### config.mk
export PLATFORM = sky130hd
export DESIGN_NAME = spi_master_flat
export DESIGN_NICKNAME = d
export VERILOG_FILES = /design/src/rtl/spi_pkg.sv /design/src/rtl/spi_master_if.sv /design/src/rtl/spi_clk_gen.sv /design/src/rtl/spi_master.sv /design/src/flat_wrapper.sv
export SDC_FILE = /design/constraint.sdc
export NUM_CORES = 1
export LEC_CHECK = 0
export ABC_AREA = 1
export CORE_AREA = 2 2 51 101
export DETAILED_ROUTE_END_ITERATION = 12
export DIE_AREA = 0 0 53 103
export PLACE_DENSITY_LB_ADDON = 0.15
export SYNTH_ARGS = -nofsm -noshare
export SYNTH_HDL_FRONTEND = slang
export SYNTH_SLANG_ARGS = --single-unit
### constraint.sdc
create_clock -name clk -period 1.87 [get_ports clk]
set_clock_uncertainty 0.2 [all_clocks]
set_input_delay 0.2805 -clock clk [delete_from_list [all_inputs] [get_ports clk]]
set_output_delay 0.2805 -clock clk [all_outputs]
set_load 0.03 [all_outputs]
### src/rtl/spi_pkg.sv
// spi_pkg: shared state encoding and frame constants for the SPI master
// and the on-FPGA SPI slave.
package spi_pkg;

    localparam int SPI_BITS         = 8;
    localparam int SPI_MIN_HALF_DIV = 4;

    typedef enum logic [2:0] {
        IDLE,
        SETUP,
        SHIFT,
        NEXT,
        HOLD,
        GAP
    } spi_state_t;

endpackage

### src/rtl/spi_master_if.sv
// spi_master_if: byte stream handshake, receive pulse and SPI pins of the
// master. The master modport is the RTL side; the slave modport is the
// side that feeds bytes in and plays the SPI peripheral.
interface spi_master_if;
    import spi_pkg::*;

    logic [SPI_BITS-1:0] tx_data;
    logic                tx_last;
    logic                tx_valid;
    logic                tx_ready;
    logic [SPI_BITS-1:0] rx_data;
    logic                rx_valid;
    logic                busy;
    logic                SCK;
    logic                MOSI;
    logic                MISO;
    logic                SSEL;

    modport master (
        input  tx_data, tx_last, tx_valid, MISO,
        output tx_ready, rx_data, rx_valid, busy, SCK, MOSI, SSEL
    );

    modport slave (
        output tx_data, tx_last, tx_valid, MISO,
        input  tx_ready, rx_data, rx_valid, busy, SCK, MOSI, SSEL
    );

endinterface

### src/rtl/spi_clk_gen.sv
// spi_clk_gen: half-period timer for the SPI master. Counts 0..HALF_DIV-1
// while enabled and flags the last cycle of each half-period; held at zero
// while disabled so every enabled stretch starts with a full half-period.
module spi_clk_gen #(
    parameter int HALF_DIV = 8
) (
    input  logic clk,
    input  logic rst,
    input  logic en_i,
    output logic half_tick_o
);

    logic [7:0] cnt_q;
    logic [7:0] cnt_d;
    logic       atEnd;

    assign atEnd       = (cnt_q == 8'(HALF_DIV - 1));
    assign half_tick_o = en_i && atEnd;

    // Next count: park at zero when disabled, wrap after the last cycle of a half-period
    always_comb begin
        cnt_d = cnt_q;
        if (!en_i || atEnd) begin
            cnt_d = 8'd0;
        end else begin
            cnt_d = cnt_q + 8'd1;
        end
    end

    // Half-period counter register
    always_ff @(posedge clk) begin
        if (rst) begin
            cnt_q <= 8'd0;
        end else begin
            cnt_q <= cnt_d;
        end
    end

endmodule

### src/rtl/spi_master.sv
// spi_master: SPI mode-0 (CPOL=0, CPHA=0) master, MSB first, 8-bit frames.
// Serializes bytes from a valid/ready stream onto MOSI, returns each byte
// sampled from MISO as a one-cycle rx_valid pulse, and keeps SSEL low across
// a burst until the byte flagged tx_last has been shifted.
module spi_master
    import spi_pkg::*;
#(
    parameter int HALF_DIV     = 8,
    parameter int SETUP_HALVES = 2,
    parameter int GAP_HALVES   = 2
) (
    input logic          clk,
    input logic          rst,
    spi_master_if.master bus
);

    if (HALF_DIV < SPI_MIN_HALF_DIV || HALF_DIV > 255) begin : gBadHalfDiv
        $error("spi_master: HALF_DIV must lie in 4..255");
    end
    if (SETUP_HALVES < 1 || SETUP_HALVES > 8) begin : gBadSetup
        $error("spi_master: SETUP_HALVES must lie in 1..8");
    end
    if (GAP_HALVES < 1 || GAP_HALVES > 8) begin : gBadGap
        $error("spi_master: GAP_HALVES must lie in 1..8");
    end

    spi_state_t          state_q;
    logic                launch_q;
    logic [2:0]          bitCnt_q;
    logic [SPI_BITS-1:0] txShift_q;
    logic [SPI_BITS-1:0] rxShift_q;
    logic                last_q;
    logic                sck_q;
    logic                ssel_q;
    logic                txReady_q;
    logic [SPI_BITS-1:0] rxData_q;
    logic                rxValid_q;
    logic                busy_q;
    logic                misoMeta_q;
    logic                misoSync_q;

    logic                clkEn;
    logic                halfTick;
    logic                handshake;

    // The timer idles in IDLE and NEXT, and for the launch cycle right after
    // a burst starts; that launch cycle gives MOSI one extra clk of setup.
    assign clkEn     = (state_q != IDLE) && (state_q != NEXT) && !launch_q;
    assign handshake = bus.tx_valid && txReady_q;

    spi_clk_gen #(
        .HALF_DIV(HALF_DIV)
    ) uClkGen (
        .clk        (clk),
        .rst        (rst),
        .en_i       (clkEn),
        .half_tick_o(halfTick)
    );

    assign bus.SCK      = sck_q;
    assign bus.MOSI     = txShift_q[SPI_BITS-1];
    assign bus.SSEL     = ssel_q;
    assign bus.tx_ready = txReady_q;
    assign bus.rx_data  = rxData_q;
    assign bus.rx_valid = rxValid_q;
    assign bus.busy     = busy_q;

    // Two-flop synchronizer for the asynchronous MISO input
    always_ff @(posedge clk) begin
        if (rst) begin
            misoMeta_q <= 1'b0;
            misoSync_q <= 1'b0;
        end else begin
            misoMeta_q <= bus.MISO;
            misoSync_q <= misoMeta_q;
        end
    end

    // Frame sequencer; MOSI is the MSB of the tx shift register, so clearing
    // the register drives MOSI low between bursts
    always_ff @(posedge clk) begin
        if (rst) begin
            state_q   <= IDLE;
            launch_q  <= 1'b0;
            bitCnt_q  <= 3'd0;
            txShift_q <= '0;
            rxShift_q <= '0;
            last_q    <= 1'b0;
            sck_q     <= 1'b0;
            ssel_q    <= 1'b1;
            txReady_q <= 1'b0;
            rxData_q  <= '0;
            rxValid_q <= 1'b0;
            busy_q    <= 1'b0;
        end else begin
            rxValid_q <= 1'b0;
            launch_q  <= 1'b0;
            case (state_q)
                IDLE: begin
                    txReady_q <= 1'b1;
                    busy_q    <= 1'b0;
                    if (handshake) begin
                        txShift_q <= bus.tx_data;
                        last_q    <= bus.tx_last;
                        ssel_q    <= 1'b0;
                        bitCnt_q  <= 3'd0;
                        launch_q  <= 1'b1;
                        txReady_q <= 1'b0;
                        busy_q    <= 1'b1;
                        state_q   <= SETUP;
                    end
                end
                SETUP: begin
                    if (halfTick) begin
                        if (bitCnt_q == 3'(SETUP_HALVES - 1)) begin
                            bitCnt_q <= 3'd0;
                            state_q  <= SHIFT;
                        end else begin
                            bitCnt_q <= bitCnt_q + 3'd1;
                        end
                    end
                end
                SHIFT: begin
                    if (halfTick) begin
                        if (!sck_q) begin
                            sck_q     <= 1'b1;
                            rxShift_q <= {rxShift_q[SPI_BITS-2:0], misoSync_q};
                        end else begin
                            sck_q <= 1'b0;
                            if (bitCnt_q != 3'(SPI_BITS - 1)) begin
                                txShift_q <= {txShift_q[SPI_BITS-2:0], 1'b0};
                                bitCnt_q  <= bitCnt_q + 3'd1;
                            end else begin
                                rxData_q  <= rxShift_q;
                                rxValid_q <= 1'b1;
                                if (last_q) begin
                                    state_q <= HOLD;
                                end else begin
                                    txReady_q <= 1'b1;
                                    state_q   <= NEXT;
                                end
                            end
                        end
                    end
                end
                NEXT: begin
                    if (handshake) begin
                        txShift_q <= bus.tx_data;
                        last_q    <= bus.tx_last;
                        bitCnt_q  <= 3'd0;
                        txReady_q <= 1'b0;
                        state_q   <= SHIFT;
                    end
                end
                HOLD: begin
                    if (halfTick) begin
                        ssel_q    <= 1'b1;
                        txShift_q <= '0;
                        bitCnt_q  <= 3'd0;
                        state_q   <= GAP;
                    end
                end
                GAP: begin
                    if (halfTick) begin
                        if (bitCnt_q == 3'(GAP_HALVES - 1)) begin
                            bitCnt_q  <= 3'd0;
                            txReady_q <= 1'b1;
                            busy_q    <= 1'b0;
                            state_q   <= IDLE;
                        end else begin
                            bitCnt_q <= bitCnt_q + 3'd1;
                        end
                    end
                end
                default: begin
                    state_q <= IDLE;
                end
            endcase
        end
    end

endmodule

### src/flat_wrapper.sv
// flat-port wrapper written by rule: the top's interface ports become plain ports
module spi_master_flat import spi_pkg::*;
#(
    parameter int HALF_DIV     = 8,
    parameter int SETUP_HALVES = 2,
    parameter int GAP_HALVES   = 2
)
  (clk, rst, bus_tx_data, bus_tx_last, bus_tx_valid, bus_MISO, bus_tx_ready, bus_rx_data, bus_rx_valid, bus_busy, bus_SCK, bus_MOSI, bus_SSEL);
  spi_master_if bus_i ();
  input logic clk;
  input logic rst;
  input wire logic [$bits(bus_i.tx_data)-1:0] bus_tx_data;
  input wire logic [$bits(bus_i.tx_last)-1:0] bus_tx_last;
  input wire logic [$bits(bus_i.tx_valid)-1:0] bus_tx_valid;
  input wire logic [$bits(bus_i.MISO)-1:0] bus_MISO;
  output wire logic [$bits(bus_i.tx_ready)-1:0] bus_tx_ready;
  output wire logic [$bits(bus_i.rx_data)-1:0] bus_rx_data;
  output wire logic [$bits(bus_i.rx_valid)-1:0] bus_rx_valid;
  output wire logic [$bits(bus_i.busy)-1:0] bus_busy;
  output wire logic [$bits(bus_i.SCK)-1:0] bus_SCK;
  output wire logic [$bits(bus_i.MOSI)-1:0] bus_MOSI;
  output wire logic [$bits(bus_i.SSEL)-1:0] bus_SSEL;
  assign bus_i.tx_data = bus_tx_data;
  assign bus_i.tx_last = bus_tx_last;
  assign bus_i.tx_valid = bus_tx_valid;
  assign bus_i.MISO = bus_MISO;
  assign bus_tx_ready = bus_i.tx_ready;
  assign bus_rx_data = bus_i.rx_data;
  assign bus_rx_valid = bus_i.rx_valid;
  assign bus_busy = bus_i.busy;
  assign bus_SCK = bus_i.SCK;
  assign bus_MOSI = bus_i.MOSI;
  assign bus_SSEL = bus_i.SSEL;
  spi_master #(.HALF_DIV(HALF_DIV), .SETUP_HALVES(SETUP_HALVES), .GAP_HALVES(GAP_HALVES)) u_core (.clk(clk), .rst(rst), .bus(bus_i));
endmodule
Word-level counts from Yosys, hierarchy flattened. Cells that the tools add are included.

Output and inout port bits: 14. Register bits after elaboration: 47. Input bits: 13.

$add $sub $neg: 2. Reductions and logical operators: 29. Equality and inequality tests: 23. Mux-type cells: 43. Bitwise logic cells: 5.

Operators with widths (number): 3-bit two-way mux (18); 8-bit two-way mux (5); 2-bit by 1-bit != test with 1-bit output (second input constant) (12); 8-bit one-hot mux with 3 select lines (1); 3-bit one-hot mux with 6 select lines (1); 1-bit two-way mux (14); 3-bit one-hot mux with 4 select lines (1); 10-bit AND reduction (1); 3-bit AND reduction (3); 8-bit by 1-bit adder with 8-bit output (second input constant) (1); 8-bit by 3-bit equality test with 1-bit output (second input constant) (1); 8-bit AND reduction (1); 4-bit nonzero test (2); 2-bit OR reduction (4); 7-bit AND reduction (1); 3-bit by 1-bit equality test with 1-bit output (second input constant) (2); 3-bit by 2-bit equality test with 1-bit output (second input constant) (2); 3-bit equality test (second input constant) (2); 6-bit AND reduction (1); 3-bit nonzero test (2); 1-bit NOT (5); 1-bit logical AND (4); 2-bit != test (second input constant) (2); 1-bit one-hot mux with 2 select lines (2); other kinds (11) (14).

Longest topological paths before layout.
Word-level depth: 6. Mapped depth: 12. Gate-level depth less buffers: 11.

Cells and area by module. Synthesis repeated with hierarchy kept, for this count alone.

Cell total of the unflattened synthesis: 332. Area, all modules: 2280.9 um2.

By module, submodules not included: spi_master (cells each 274, area an instance 1873.0 um2, instances 1, seq. area each 780.7 um2); spi_clk_gen (cells each 58, area an instance 407.9 um2, instances 1, seq. area each 160.2 um2).

Least setup slack after synthesis. Ideal clock, no wire load.

Kind: register to register. Start point: register u_core.uClkGen.cnt_q[0]. End point: register u_core.txShift_q[0]. Library setup time: 114 ps. Cell stages (with the launch flop): 10. Data required time: 1556 ps. Arrival time: 1504 ps. Path slack: 53 ps. Buffers on the path: 1. Clock period less this slack: 1817 ps. Cell sequence: dfxtp_1 > ha_1 > nand3_1 > nor2_1 > nand2_4 > a21oi_4 > nand3_4 > buf_6 > a21oi_1 > nor2_1.

Longest elaborated chain between the ends: 4. Elaborated cells between the ends (all ways): 5. Classes of those cells: 3 x eq/ne; 2 x reduce/logical.

Ends and longest elaborated chain: from (decl) (RTL line spi_clk_gen.sv:13) `logic [7:0] cnt_q;`; from (signal assigned) (RTL line spi_clk_gen.sv:35) `cnt_q <= cnt_d;`; 8-bit by 3-bit equality test with 1-bit output * (RTL line spi_clk_gen.sv:17) `assign atEnd = (cnt_q == 8'(HALF_DIV - 1));`; 1-bit logical AND * (RTL line spi_clk_gen.sv:18) `assign half_tick_o = en_i && atEnd;`; 2-bit by 1-bit != test with 1-bit output (no line); 6-bit AND reduction (no line) *; to (signal assigned) (RTL line spi_master.sv:103) `txShift_q <= bus.tx_data;`; to (signal assigned) (RTL line spi_master.sv:131) `txShift_q <= {txShift_q[SPI_BITS-2:0], 1'b0};`; to (signal assigned) (RTL line spi_master.sv:148) `txShift_q <= bus.tx_data;`; to (decl) (RTL line spi_master.sv:30) `logic [SPI_BITS-1:0] txShift_q;`.

Mark *: on every way between the ends. The rest lies on a longest branch, timed or not. A chain may end at the register's enable or synchronous reset.

Worst setup path after layout.
Start point: register u_core.uClkGen.cnt_q[1]. End point: register u_core.txShift_q[0].

The elaborated chain is that of the path after synthesis.

==> impl_metrics.toml <==
[outcome]
outcome = "finished clean"

[critical_path]
reg2reg_from = "u_core.uClkGen.cnt_q[1]"
crit_fanout = 8
worstSetupPathType = "flip-flop to flip-flop"
cp.required_ps = 1870
crit_start = "u_core.uClkGen.cnt_q[1]"
worstSetupEndpointType = "flip-flop"
ff2ff_path_depth = 9
worstSetupEndpoint = "u_core.txShift_q[0]"
arrival_ps = 1820
reg2reg_slack_ps = 50
worst_r2r_endpoint = "u_core.txShift_q[0]"
start_kind = "flip-flop"

[synth]
yosysTopAreaCell = "dfxtp_1"
synth_seq_area_share = 0.422
synthArstFlopShare = 0
synth_nets = 326
netlist_area_um2 = 2230
synth_cell_types = 34
synth_top_cell_area_share = 0.422
synth.ff_latch_count = 47
yosysMostFrequentCell = "inv_1"
yosysWarnings = 0
synth_top_cells_by_count = "inv_1, nand2_1, nor2_1"
netlist_instances = 309
avgSynthCellArea_um2 = 7.22
netlist_top_cells_area = "dfxtp_1, inv_1, nand2_1, nor2_1, a21oi_1"
synth-edff-count = 0
synth-main-ff-cell = "dfxtp_1"

[global_route]
antenna_found_initial = 0
first_global_vias = 1875
grt_pass1_wl_mm = 7.78
grt_max_degree = 33
grt-ovfl-total = 0
groute.usage.overall = 0.186

[sta]
worst_slew_pin_slew_ps = 396
tns_ps = 0
hold_violations = 0
min_period_over_period = 0.974
drv_slew = 0
setup_viol = 0
maxSlewHeadroom = 0.736
rsz0062_at_grt = "true"
fmax_mhz = 549
min_period_ps = 1820

[clocking]
clk_pin_slew_ps = 90
cts_buffers = 5
cts.sinks = 47
clk_latency_ps = 300
cts_tree = "yes"
cts.htree.levels = 2
cts_root_buf = "clkbuf_8"
cts_max_path_buffers = 2

[layout]
synthToLayoutAreaGrowth_pct = 31.4
fill_cells = 453
seq_area_um2 = 952
drive_gt1_frac = 0.192
diodes = 0
nets = 370
multi_input_area_um2 = 1160
final_cell_area_um2 = 2930

[power_and_ir_drop]
vdd_ir_drop_max_mv = 1.21
p_leak_uw = 0.00126
p_per_area_nw_per_um2 = 1440

[place]
dpl_cell_area_um2 = 2640
place_hpwl_mm = 3.35
io_buffer_count = 26
routabilityCongestion = 0.898

[hold_path]
hp-class = "flip-flop to flip-flop"

[floorplanning]
start_util = 0.472
core_um2 = 4730
die_area_um2 = 5460
rows = 36
num_io_pins = 27
die_w_um = 53
dieHeight_um = 103

[routing]
vias = 2050
antenna_left = 0
drt_pass1_iterations = 4
wl_per_cell_um = 11.4
vias_per_cell = 4.99
dr.first_iter.drc_count = 42
remaining_drc_errors = 0
wirelength_mm = 4.70

[job]
drv_cap = 0
## logic make-up (layout without fill, tap and decap cells)
family / count (synthesis) / in the layout / share of synthesized area
xor+xnor: 2 / 2 / 0.00785
buf+inv: 63 / 107 / 0.113
compound gates: 54 / 54 / 0.144
fa+ha+maj: 4 / 4 / 0.0224
flops: 47 / 47 / 0.422
simple gates: 139 / 140 / 0.291
## sequential cells by signal, indices dropped and copies added (netlist names), 3 cells and up
signal and flops:
u_core.rxShift_q 8, u_core.state_q 3, u_core.bus.rx_data 8, u_core.txShift_q 8, u_core.bitCnt_q 3, u_core.uClkGen.cnt_q 8
## cell usage in the layout (no fill, tap or decap), types with 3 or more instances in the layout
master / n
nand2_2: 4
nand2_4: 3
dfxtp_1: 40
dfxtp_2: 6
clkdlybuf4s50_1: 25
nor2_1: 44
o21ai_1: 9
inv_2: 4
nand3_2: 4
buf_4: 15
nand2_1: 47
nand3_4: 4
nand4_1: 4
a22o_1: 7
inv_1: 50
nand3_1: 13
clkbuf_8: 5
a21oi_1: 21
nor2_2: 6
o21ai_0: 9
## worst max-delay path, cell delays in order, from the launching register on
cell and delay (ps):
dfxtp_2 360, ha_4 150, nand3_2 80, nor2_2 100, buf_6 130, nand2_8 60, a21oi_4 260, nand3_4 170
a21oi_2 150, nor2_1 60
## area by class of cell
class | instances | share of cell area
multi-input combinational | 200 | 0.395
sequential | 47 | 0.325
timing repair buffer | 45 | 0.148
inverter | 54 | 0.0692
tap | 57 | 0.0243
clock buffer | 5 | 0.0235
clock inverter | 3 | 0.0149
## through the flow
stage / hold WS, ps / cells / power, uW / worst slack (ps) / util
3_5_place_dp: 202 / 398 / 3170 / -96.1 / 0.558
6_report: 225 / 411 / 4230 / 49.0 / 0.620
3_3_place_gp: 190 / 398 / 3120 / -27.2 / 0.558
5_1_grt: 239 / 411 / 4580 / -67.7 / 0.620
2_1_floorplan: 187 / 309 / 2780 / 52.6 / -
4_1_cts: 232 / 406 / 3940 / -2.15 / 0.583
## layer usage
layer / wire length [um] / track usage
met1: 2160 / 0.227
met2: 2350 / 0.315
met3: 85 / 0.0261
met4: 98 / 0.0848
met5: 0 / 0
## report_power, final
part,switching (uW),total (uW),internal [uW]
logic,1300,2150,847
registers,131,1340,1210
clock network,345,743,398
## how the worst min path moves through the flow
stage	from	end	cells after the start
CTS	u_core.misoMeta_q	u_core.misoSync_q	2
finish	u_core.misoMeta_q	u_core.misoSync_q	2
global route	u_core.misoMeta_q	u_core.misoSync_q	2
detailed placement	u_core.misoMeta_q	u_core.misoSync_q	2
global placement	u_core.misoMeta_q	u_core.misoSync_q	2
floorplan	bus_MISO	u_core.misoMeta_q	2
## what timing repair did
item | in CTS | in global routing
setup buffers | 0 | 4
setup endpoints to repair | 12 | 31
cloned | 0 | 1
hold buffers | 0 | 0
gates resized for setup | 5 | 43
pin swaps | 0 | 13
Note: power is estimated with default switching activity, not from simulation.
